===== config.mk =====
export PLATFORM = sky130hd
export DESIGN_NAME = gate_truth_table_ctrl_flat
export DESIGN_NICKNAME = d
export VERILOG_FILES = /design/src/rtl/gtc_pkg.sv /design/src/rtl/gate_truth_table_ctrl_if.sv /design/src/rtl/gtc_settle_timer.sv /design/src/rtl/gate_truth_table_ctrl.sv /design/src/flat_wrapper.sv
export SDC_FILE = /design/constraint.sdc
export NUM_CORES = 1
export LEC_CHECK = 0
export CAP_MARGIN = 10
export CORE_AREA = 2 2 45 64
export DETAILED_ROUTE_END_ITERATION = 6
export DIE_AREA = 0 0 47 66
export SYNTH_ARGS = -nofsm -noshare
export SYNTH_HDL_FRONTEND = slang
export SYNTH_SLANG_ARGS = --single-unit

===== constraint.sdc =====
create_clock -name clk -period 3.7 [get_ports clk]
set_input_delay 0.74 -clock clk [delete_from_list [all_inputs] [get_ports clk]]
set_output_delay 0.74 -clock clk [all_outputs]
set_load 0.005 [all_outputs]

===== src/rtl/gtc_pkg.sv =====
// Shared types and constants for the gate truth-table self-test sequencer.
package gtc_pkg;

  typedef enum logic [1:0] {
    IDLE = 2'd0,
    RUN  = 2'd1,
    DONE = 2'd2
  } gtc_state_e;

  localparam int         NUM_VECTORS = 4;
  localparam logic [3:0] NAND_TT     = 4'b0111;

  typedef logic [1:0] vec_idx_t;

  localparam vec_idx_t LAST_VEC = vec_idx_t'(NUM_VECTORS - 1);

endpackage


===== src/rtl/gate_truth_table_ctrl_if.sv =====
// Control/result bundle between the truth-table sequencer and its environment.
// err_count exists only when GTC_ERR_COUNT_EN is defined.
interface gate_truth_table_ctrl_if;
  logic       start;
  logic       gate_in1;
  logic       gate_in2;
  logic       gate_out;
  logic       busy;
  logic       done;
  logic       pass;
  logic [3:0] truth_table;
  logic [3:0] err_mask;
`ifdef GTC_ERR_COUNT_EN
  logic [7:0] err_count;
`endif

  modport slave (
    input  start,
    input  gate_out,
    output gate_in1,
    output gate_in2,
    output busy,
    output done,
    output pass,
    output truth_table,
    output err_mask
`ifdef GTC_ERR_COUNT_EN
    , output err_count
`endif
  );

  modport master (
    output start,
    output gate_out,
    input  gate_in1,
    input  gate_in2,
    input  busy,
    input  done,
    input  pass,
    input  truth_table,
    input  err_mask
`ifdef GTC_ERR_COUNT_EN
    , input err_count
`endif
  );

endinterface


===== src/rtl/gtc_settle_timer.sv =====
// Loadable down-counter that sets how long each vector is held before sampling.
module gtc_settle_timer #(
  parameter int unsigned W = 4
) (
  input  logic         clk,
  input  logic         rst,
  input  logic         load_i,
  input  logic [W-1:0] load_val_i,
  input  logic         en_i,
  output logic         zero_o
);

  logic [W-1:0] cnt_q;
  logic [W-1:0] cnt_d;

  always_comb begin
    cnt_d = cnt_q;
    if (load_i) begin
      cnt_d = load_val_i;
    end else if (en_i && (cnt_q != '0)) begin
      cnt_d = cnt_q - W'(1);
    end
  end

  always_ff @(posedge clk) begin
    if (rst) begin
      cnt_q <= '0;
    end else begin
      cnt_q <= cnt_d;
    end
  end

  assign zero_o = (cnt_q == '0);

endmodule


===== src/rtl/gate_truth_table_ctrl.sv =====
// Walks a 2-input gate through all four input vectors and grades its truth table.
// Define GTC_ERR_COUNT_EN to add a saturating count of failed runs (err_count).
//
// state | meaning
// IDLE  | results held, waiting for start
// RUN   | driving vectors, sampling gate_out once the settle timer expires
// DONE  | one cycle: grade table, pulse done, release gate inputs
module gate_truth_table_ctrl
  import gtc_pkg::*;
#(
  parameter int unsigned SETTLE_CYCLES = 2,
  parameter logic [3:0]  EXPECTED_TT   = NAND_TT,
  parameter int unsigned SETTLE_W      = 4
) (
  input logic                     clk,
  input logic                     rst,
  gate_truth_table_ctrl_if.slave  bus
);

  gtc_state_e state_q;
  vec_idx_t   vec_q;
  vec_idx_t   vec_d;
  logic       gate_in1_q;
  logic       gate_in2_q;
  logic       busy_q;
  logic       done_q;
  logic       pass_q;
  logic [3:0] tt_q;
  logic [3:0] err_q;
  logic       tmr_zero;
  logic       tmr_load;
  logic       tmr_en;
`ifdef GTC_ERR_COUNT_EN
  logic [7:0] err_cnt_q;
`endif

  assign vec_d    = vec_idx_t'(vec_q + 2'd1);
  assign tmr_en   = (state_q == RUN);
  // Reload on acceptance and whenever a non-final vector has just been sampled.
  assign tmr_load = ((state_q == IDLE) && bus.start) ||
                    ((state_q == RUN) && tmr_zero && (vec_q != LAST_VEC));

  gtc_settle_timer #(
    .W (SETTLE_W)
  ) u_settle_timer (
    .clk        (clk),
    .rst        (rst),
    .load_i     (tmr_load),
    .load_val_i (SETTLE_W'(SETTLE_CYCLES)),
    .en_i       (tmr_en),
    .zero_o     (tmr_zero)
  );

  always_ff @(posedge clk) begin
    if (rst) begin
      state_q    <= IDLE;
      vec_q      <= '0;
      gate_in1_q <= 1'b0;
      gate_in2_q <= 1'b0;
      busy_q     <= 1'b0;
      done_q     <= 1'b0;
      pass_q     <= 1'b0;
      tt_q       <= '0;
      err_q      <= '0;
`ifdef GTC_ERR_COUNT_EN
      err_cnt_q  <= '0;
`endif
    end else begin
      done_q <= 1'b0;
      case (state_q)
        IDLE: begin
          if (bus.start) begin
            state_q                  <= RUN;
            vec_q                    <= '0;
            {gate_in1_q, gate_in2_q} <= 2'b00;
            busy_q                   <= 1'b1;
            tt_q                     <= '0;
            err_q                    <= '0;
            pass_q                   <= 1'b0;
          end
        end
        RUN: begin
          if (tmr_zero) begin
            tt_q[vec_q] <= bus.gate_out;
            if (vec_q == LAST_VEC) begin
              state_q <= DONE;
              busy_q  <= 1'b0;
            end else begin
              vec_q                    <= vec_d;
              {gate_in1_q, gate_in2_q} <= vec_d;
            end
          end
        end
        DONE: begin
          state_q                  <= IDLE;
          done_q                   <= 1'b1;
          err_q                    <= tt_q ^ EXPECTED_TT;
          pass_q                   <= (tt_q == EXPECTED_TT);
          {gate_in1_q, gate_in2_q} <= 2'b00;
`ifdef GTC_ERR_COUNT_EN
          if ((tt_q != EXPECTED_TT) && (err_cnt_q != 8'hFF)) begin
            err_cnt_q <= err_cnt_q + 8'd1;
          end
`endif
        end
        default: state_q <= IDLE;
      endcase
    end
  end

  assign bus.gate_in1    = gate_in1_q;
  assign bus.gate_in2    = gate_in2_q;
  assign bus.busy        = busy_q;
  assign bus.done        = done_q;
  assign bus.pass        = pass_q;
  assign bus.truth_table = tt_q;
  assign bus.err_mask    = err_q;
`ifdef GTC_ERR_COUNT_EN
  assign bus.err_count   = err_cnt_q;
`endif

endmodule


===== src/flat_wrapper.sv =====
// flat-port wrapper written by rule: the top's interface ports become plain ports
module gate_truth_table_ctrl_flat import gtc_pkg::*;
#(
  parameter int unsigned SETTLE_CYCLES = 2,
  parameter logic [3:0]  EXPECTED_TT   = NAND_TT,
  parameter int unsigned SETTLE_W      = 4
)
  (clk, rst, bus_start, bus_gate_out, bus_gate_in1, bus_gate_in2, bus_busy, bus_done, bus_pass, bus_truth_table, bus_err_mask);
  gate_truth_table_ctrl_if bus_i ();
  input logic clk;
  input logic rst;
  input wire logic [$bits(bus_i.start)-1:0] bus_start;
  input wire logic [$bits(bus_i.gate_out)-1:0] bus_gate_out;
  output wire logic [$bits(bus_i.gate_in1)-1:0] bus_gate_in1;
  output wire logic [$bits(bus_i.gate_in2)-1:0] bus_gate_in2;
  output wire logic [$bits(bus_i.busy)-1:0] bus_busy;
  output wire logic [$bits(bus_i.done)-1:0] bus_done;
  output wire logic [$bits(bus_i.pass)-1:0] bus_pass;
  output wire logic [$bits(bus_i.truth_table)-1:0] bus_truth_table;
  output wire logic [$bits(bus_i.err_mask)-1:0] bus_err_mask;
  assign bus_i.start = bus_start;
  assign bus_i.gate_out = bus_gate_out;
  assign bus_gate_in1 = bus_i.gate_in1;
  assign bus_gate_in2 = bus_i.gate_in2;
  assign bus_busy = bus_i.busy;
  assign bus_done = bus_i.done;
  assign bus_pass = bus_i.pass;
  assign bus_truth_table = bus_i.truth_table;
  assign bus_err_mask = bus_i.err_mask;
  gate_truth_table_ctrl #(.SETTLE_CYCLES(SETTLE_CYCLES), .EXPECTED_TT(EXPECTED_TT), .SETTLE_W(SETTLE_W)) u_core (.clk(clk), .rst(rst), .bus(bus_i));
endmodule

After elaboration in Yosys (flattened, before gate mapping)
Index checks and enable logic that the tools add are counted.
Word-level totals
  register bits: 21
  input bits: 4
  output and inout port bits: 13
Operators by class
  $add $sub $neg: 2
  $lt $le $gt $ge: 2
  equality and inequality tests: 9
  muxes and demuxes: 30
  bitwise operators: 1
  reduce and logical (&&, ||, !) cells: 20
Operators with widths (number)
  $mux 2: 8
  $pmux 4 s2: 2
  $reduce_and 4->1: 3
  $mux 1: 10
  $mux 4: 2
  $pmux 2 s2: 2
  $ne 2x2->1 const B: 3
  $pmux 1 s3: 2
  $reduce_and 3->1: 2
  $reduce_bool 2->1: 3
  $logic_and 1x1->1: 5
  $bwmux 4: 1
  $eq 2x2->1 const B: 2
  $eq 4x3->1 const B: 1
  $logic_not 4->1: 1
  $ne 2x1->1 const B: 2
  $pmux 1 s2: 2
  $reduce_bool 4->1: 1
  $sub 4x1->4 const B: 1
  $lt 2x3->1 const B: 1
  $not 3->3: 1
  $reduce_bool 3->1: 1
  $add 2x1->2 const B: 1
  $demux 1 s2: 1
  6 further kinds: 6

Longest topological paths before layout
  depth after elaboration: 7
  mapped depth: 6
  gate-level depth less buffers: 6

Cells and area by module
A second synthesis with hierarchy kept.
Second synthesis, totals
  cell total of the unflattened synthesis: 112
  area total of the unflattened synthesis: 1059.8 um^2
By module, submodules not included
  gate_truth_table_ctrl: instances 1, cells each 83, area each 797.0 um^2, seq. area each 340.3 um^2
  gtc_settle_timer: instances 1, cells each 29, area each 262.8 um^2, seq. area each 80.1 um^2

Worst setup path before layout
OpenSTA, ideal clock, no wires.
  path kind: input to register
  from: in bus_start
  to: reg u_core.tt_q[2], in the netlist u_core.bus.truth_table[2]
  library setup time: 0.117 ns
  arrival time: 1.445 ns
  required time: 3.583 ns
  setup slack: 2.138 ns
  stages: 5
  path buffers: 1
  cell sequence: nor3b_1 -> or2_2 -> buf_2 -> nor2_1 -> a32o_1
On the way
  cells in the longest elaborated chain, start to end: 2
RTL lines
  start: declaration: line flat_wrapper.sv:12  | input wire logic [$bits(bus_i.start)-1:0] bus_start;
  $ne 2x2->1 (no source line)
  $reduce_and 3->1 (no source line)
  end signal: indexed assignment: line gate_truth_table_ctrl.sv:84  | tt_q[vec_q] <= bus.gate_out;
  end: declaration: line gate_truth_table_ctrl.sv:28  | logic [3:0] tt_q;
Every way passes these cells.
A chain may end at the register's enable or synchronous reset.

Final worst setup path
  from: reg u_core.tt_q[0], in the netlist u_core.bus.truth_table[0]
  to: out bus_truth_table[0]
RTL lines
  end: declaration: line flat_wrapper.sv:19  | output wire logic [$bits(bus_i.truth_table)-1:0] bus_truth_table;
No word-level cell between the ends.

==> summary.txt <==
Placed design
  – Port bufs: 16
  – HPWL after DPL: 1500 µm
  – GPL Wtd Cong: 0.759
  – Post-DP Area: 1160 µm²

STA
  – TNS Setup: 0 ns
  – Slew at the pin with the worst max-slew slack: 0.529 ns
  – Worst Skew: 0.00441 ns
  – Final period utilization: 53.3%
  – Max-slew violations: 0
  – Hold Fails Final Rpt: 0
  – Final min period: 1.97 ns
  – Final setup viols: 0
  – Achievable frequency: 507 MHz
  – Unrepaired setup endpoints after global routing: no
  – Relative slew slack: 64.6%

Clocking
  – CTS Sinks: 21
  – Worst skew pair latency: 0.30 ns
  – Cts-stage hold buffer count: 0
  – CTS buffer count: 3
  – Max Root-Sink Buffers: 2
  – Post-CTS Resized: 0
  – CTS tree: done
  – CTS clk-pin slew, worst paths: 0.11 ns
  – Post CTS Setup Buffer Count: 0
  – H-tree depth: 1
  – Clock root cell: clkbuf_4

Setup path
  – Critical Path, Cell by Cell: clkdlybuf4s50_1
  – Top Family by Delay on Critical Path: buffers and inverters
  – Crit-path max cell delay: 0.52 ns
  – CP endpoint kind: primary output
  – Kind of critical path: flip-flop to primary output
  – Critical Path RT: 2.96 ns
  – WP data arrival: 1.23 ns
  – Crit path buffers/inverters: 1
  – CP Launch Type: flip-flop
  – Crit path max-delay cell type: clkdlybuf4s50_1
  – CP max FO: 4

Finish
  – N_diodes: 0
  – Area grow syn2layout: 20.7%
  – Layout cells sized above 1: 7.20%
  – Nets: 135
  – Final Core Density: 47.0%
  – Design area: 1190 µm²

Logic synthesis
  – Count leader, synth: dfxtp_1
  – Asr flop ratio synth: 0%
  – Synth top area share: 42.6%
  – Post-synth EDFFs: 0
  – Ranking of synthesized cells by area: dfxtp_1 43%, nor2_1 7.2%, ha_1 6.3%, a21oi_1 4.6%, mux2i_1 4.1%
  – Primary FF master, synth: dfxtp_1
  – Netlist cell types: 38
  – Syn Area/Cell: 9.06 µm²
  – Dominant cell type by area after synthesis: dfxtp_1
  – Synth warn: 0
  – Post-synthesis register bit count: 21
  – Synthesized instance count: 109
  – Synth Net Count: 118
  – Synth cell count leaders: 21 x dfxtp_1, 19 x nor2_1, 9 x a21oi_1
  – Synth Cell Area: 987 µm²
  – Sequential-to-total area share from yosys stat: 42.6%

Drt
  – First-pass iteration count of the detailed router: 2
  – WL per Instance: 12.1 µm
  – Drc violations: 0
  – Vias: 794
  – DRT Wirelength: 1950 µm
  – Initial DRC count: 10
  – Routed Antenna Nets: 0
  – Routed vias/inst: 4.93

Floorplanning
  – Die H: 66 µm
  – Site Rows: 22
  – DIE AREA: 3100 µm²
  – I/O pin total: 17
  – Die width: 47 µm
  – Core ar.: 2530 µm²
  – Starting Density: 39.0%

Global routing
  – Total gr overflow: 0
  – Vias in the first global route: 778
  – Initial antenna violation count: 0
  – Pin count of the biggest net entering global routing: 16
  – First-pass GRT wire length: 3240 µm
  – Total track usage: 14.2%

Pwr
  – Switching power: 0.107 mW
  – Switching Share: 25.9%
  – Pwr per Cell Area: 347 nW/µm²
  – Pwr Total: 0.413 mW
  – Leak: 0.461 nW
  – Seq pwr share: 58.2%
  – Total internal power: 0.306 mW
  – Clock power frac: 26.7%
  – Comb pwr share: 15.1%
  – VDD IR max: 0.229 mV

Job
  – Max-cap check violation count: 0

Hold path
  – Hold WC Path Type: flip-flop to flip-flop

Run status
  – Status: completed
-- per-stage QoR --
| step | setup WS [ns] | hold WS [ns] | cells |
|---|---|---|---|
| global placement | 1.52 | 0.461 | 157 |
| detailed placement | 1.46 | 0.464 | 157 |
| finish | 1.73 | 0.479 | 161 |
| CTS | 1.72 | 0.480 | 161 |
| floorplan | 2.14 | 0.464 | 109 |
| global route | 1.66 | 0.518 | 161 |
-- per-layer routing --
| layer | up-vias | track usage, % | part of all wire (%) |
|---|---|---|---|
| met4 | 0 | 7.29 | 1.8 |
| li1 | 404 | - | - |
| met1 | 373 | 16.6 | 46 |
| met5 | - | 0 | 0 |
| met2 | 12 | 24.1 | 51 |
| met3 | 5 | 1.91 | 1.7 |
-- path summary, 6_finish.rpt --
path	slack, ns	from	cells after the start	endpoint
min	0.48	u_core.bus.gate_in2	2	u_core.bus.gate_in2
min reg2reg	0.48	u_core.bus.gate_in2	2	u_core.bus.gate_in2
max	1.73	u_core.bus.truth_table[0]	1	bus_truth_table[0]
max reg2reg	2.01	u_core.u_settle_timer.cnt_q[0]	6	u_core.bus.gate_in2
-- registers in the layout, summed over array words and instances (netlist names) --
signal,count
u_core.bus.done,1
u_core.bus.err_mask,4
u_core.vec_q,2
u_core.bus.pass,1
u_core.bus.busy,1
u_core.state_q,2
u_core.bus.gate_in2,1
u_core.bus.gate_in1,1
u_core.u_settle_timer.cnt_q,4
u_core.bus.truth_table,4
-- power by group through the flow --
stage          sequential [mW]  combinational, mW  clock [mW]
6_report                 0.240             0.0626       0.110
5_1_grt                  0.242             0.0702       0.122
4_1_cts                  0.241             0.0640       0.113
3_5_place_dp             0.246             0.0637           0
3_3_place_gp             0.246             0.0624           0
2_1_floorplan            0.245             0.0462           0
-- layout by cell type (no fill, tap or decap), types with 2 or more instances in the layout --
cell	netlist	layout
nand2_1	6	6
nand2b_1	2	2
clkbuf_4	0	3
o21ai_0	3	3
nand4b_1	2	2
mux2i_1	4	4
nand3_1	3	3
inv_1	6	6
nor2_1	19	19
ha_1	5	5
a21oi_1	9	9
clkdlybuf4s50_1	0	16
nor2b_1	2	2
dfxtp_1	21	21
and2_1	2	2
-- cell type report --
type	instances	area, µm²
clock buffer	4	26.3
multi-input combinational	78	517
timing repair buffer	16	160
fill	278	1340
inverter	6	22.5
sequential	21	420
tap	36	45.0
-- kinds of logic (layout without fill, tap and decap cells) --
family                     Yosys count  count (layout)  synth area share (%)
buffers and inverters               10              26                  5.07
adders and majority gates            5               5                  6.34
and+or+nand+nor                     50              50                  30.2
muxes                                4               4                  4.06
AOI/OAI and AO/OA                   19              19                  11.8
DFF                                 21              21                  42.6
Note: power is estimated with default switching activity, not from simulation.
==> RTL change: new RTL, same settings <==
`SETTLE_W` is set to 4 in 2 places; all go to 5.
--- a/src/rtl/gate_truth_table_ctrl.sv
+++ b/src/rtl/gate_truth_table_ctrl.sv
@@ -10,7 +10,7 @@
 #(
   parameter int unsigned SETTLE_CYCLES = 2,
   parameter logic [3:0]  EXPECTED_TT   = NAND_TT,
-  parameter int unsigned SETTLE_W      = 4
+  parameter int unsigned SETTLE_W      = 5
 ) (
   input logic                     clk,
   input logic                     rst,
--- a/src/flat_wrapper.sv
+++ b/src/flat_wrapper.sv
@@ -3,7 +3,7 @@
 #(
   parameter int unsigned SETTLE_CYCLES = 2,
   parameter logic [3:0]  EXPECTED_TT   = NAND_TT,
-  parameter int unsigned SETTLE_W      = 4
+  parameter int unsigned SETTLE_W      = 5
 )
   (clk, rst, bus_start, bus_gate_out, bus_gate_in1, bus_gate_in2, bus_busy, bus_done, bus_pass, bus_truth_table, bus_err_mask);
   gate_truth_table_ctrl_if bus_i ();
Formal check against the unedited RTL: same outputs for any inputs over 10 cycles, from zero or initial values and one cycle with rst high; that may be too few to reach the edited logic, so the function may still have changed.
==> RTL change against the unedited design <==
  * Sequential cell count up 1
  * Worst setup slack got worse by 0.099 ns
  * Power rose by 15%
  * Clock power increased by 24%
  * Area after synthesis increased by 5.7%
  * Critical path depth up 3
  * Cell area is 4.5% higher
  * Wire length up 9.1%
  * Fmax decreased by 4.8%
  * Via count up 6.3%
==> RTL change: results (changes against the unedited design) <==
- Max-slew headroom: 42.35% (-22 points)
- Fillcell total: 256 (-7.9%)
- Inserted Diodes: 0 (unchanged)
- GP Congestion: 0.7122 (-6.1%)
- Post-synth cell types: 34 (-11%)
- Vias in the first global route: 846 (+8.7%)
- Placed Area: 0.001209 mm2 (+3.8%)
- Sequential area share after synthesis: 42.21% (-0.38 points)
- Syn nets: 118 (unchanged)
- Clock skew: 0.004344 ns (-0.00006103 ns)
- Main synth FF type: dfxtp_1
- Share of layout cells above drive strength 1: 9.091% (+1.9 points)
- Antenna violations before repair: 0 (unchanged)
- Dpl cells: 153 (-2.5%)
- WL per Instance: 13.55 um (+12%)
- Slowest CP cell: nor3b_1
- WP data arrival: 2.29 ns (+1.06 ns)
- Max FO, Critical Path: 6 (+2)
- Leakage power: 0.4580 nW (-0.59%)
- Worst path max stage delay: 0.65 ns (+0.13 ns)
- Drt pass-1 iters: 3 (+1)
- DP Worst Slack: 1.328 ns (-0.1342 ns)
- Synth async-reset ratio: 0% (unchanged)
- Vias/cell: 5.376 (+9.0%)
- Htree depth: 1 (unchanged)
- HPWL Detailed: 1523 um (+1.6%)
- Commonest cells in the synthesized netlist: dfxtp_1 (22), nand3_1 (8), a21oi_1 (7), nor2_1 (7), nand3b_1 (6)
- Synth top area cells: dfxtp_1 (42%), ha_1 (6.0%), nand3b_1 (4.3%)
- First DRT Iteration DRCs: 21 (+11)
- Ys Warns: 0 (unchanged)
- Final-stage net count: 131 (-3.0%)
- Post_cts resized: 0 (unchanged)
- Vias: 844 (+6.3%)
- Max VDD drop: 0.1970 mV (-14%)
- Largest net degree at the start of global routing: 27 (+11)
- Mapped Cells: 109 (unchanged)
- All-Layer GR Usage: 15.93% (+1.7 points)
- Status: finished, final reports clean
- Worst skew pair latency: 0.31 ns
- Largest register FFs: 5
- Antenna Nets Post-Route: 0 (unchanged)
- Clk slew on worst S/H paths: 0.12 ns
- First-pass GRT wire length: 3650 um (+13%)
- CTS max path bufs: 2 (unchanged)
- Postcts setup bufs: 0 (unchanged)
- Worst hold path class: reg2reg
-- RTL change: cell type report --
class,instances,area (um2),area share (%)
repair buffers,16,160.2,12.86
flip-flops and latches,22,440.4,35.38
inverters,4,15.01,1.206
clock buffers,4,36.28,2.915
well taps,36,45.04,3.618
multi-input cells,75,548.0,44.02
-- RTL change: power by group --
part	internal, mW	total (mW)	switching [mW]
Combinational	0.0384	0.0853	0.0468
Clock	0.0602	0.136	0.0757
Sequential	0.247	0.256	0.00910
-- RTL change: logic make-up after synthesis --
family	synth area share [%]
buffers and inverters	5.275
AND/OR/NAND/NOR	24.10
multiplexers	4.916
adder cells (fa/ha/maj)	5.995
flip-flops	42.21
AO/OA/AOI/OAI	17.51
-- RTL change: critical path, delay by kind of cell --
kind | cells | cell delay, ns
buf+inv | 1 | 0.51
mux | 1 | 0.29
simple gates | 2 | 0.75
-- RTL change: path summary, 6_finish.rpt --
check                                                 to  slack (ns)                                   startpoint  cells past startpoint
max reg2reg                 u_core.bus.busy$_SDFFE_PP0P_        1.88  u_core.u_settle_timer.cnt_q[0]$_SDFFE_PP0P_                      5
min reg2reg          u_core.bus.err_mask[3]$_SDFFE_PP0P_        0.47          u_core.bus.err_mask[3]$_SDFFE_PP0P_                      2
min                  u_core.bus.err_mask[3]$_SDFFE_PP0P_        0.47          u_core.bus.err_mask[3]$_SDFFE_PP0P_                      2
max          u_core.u_settle_timer.cnt_q[3]$_SDFFE_PP0P_        1.63                                    bus_start                      4
-- RTL change: routing by layer --
layer	vias up	track usage (%)	wire (um)	share of wire, %
li1	421	-	-	-
met1	406	17.17	923	43
met2	13	28.60	1102	52
met3	4	1.639	54	2.5
met4	0	8.333	47	2.2
met5	-	0	0	0
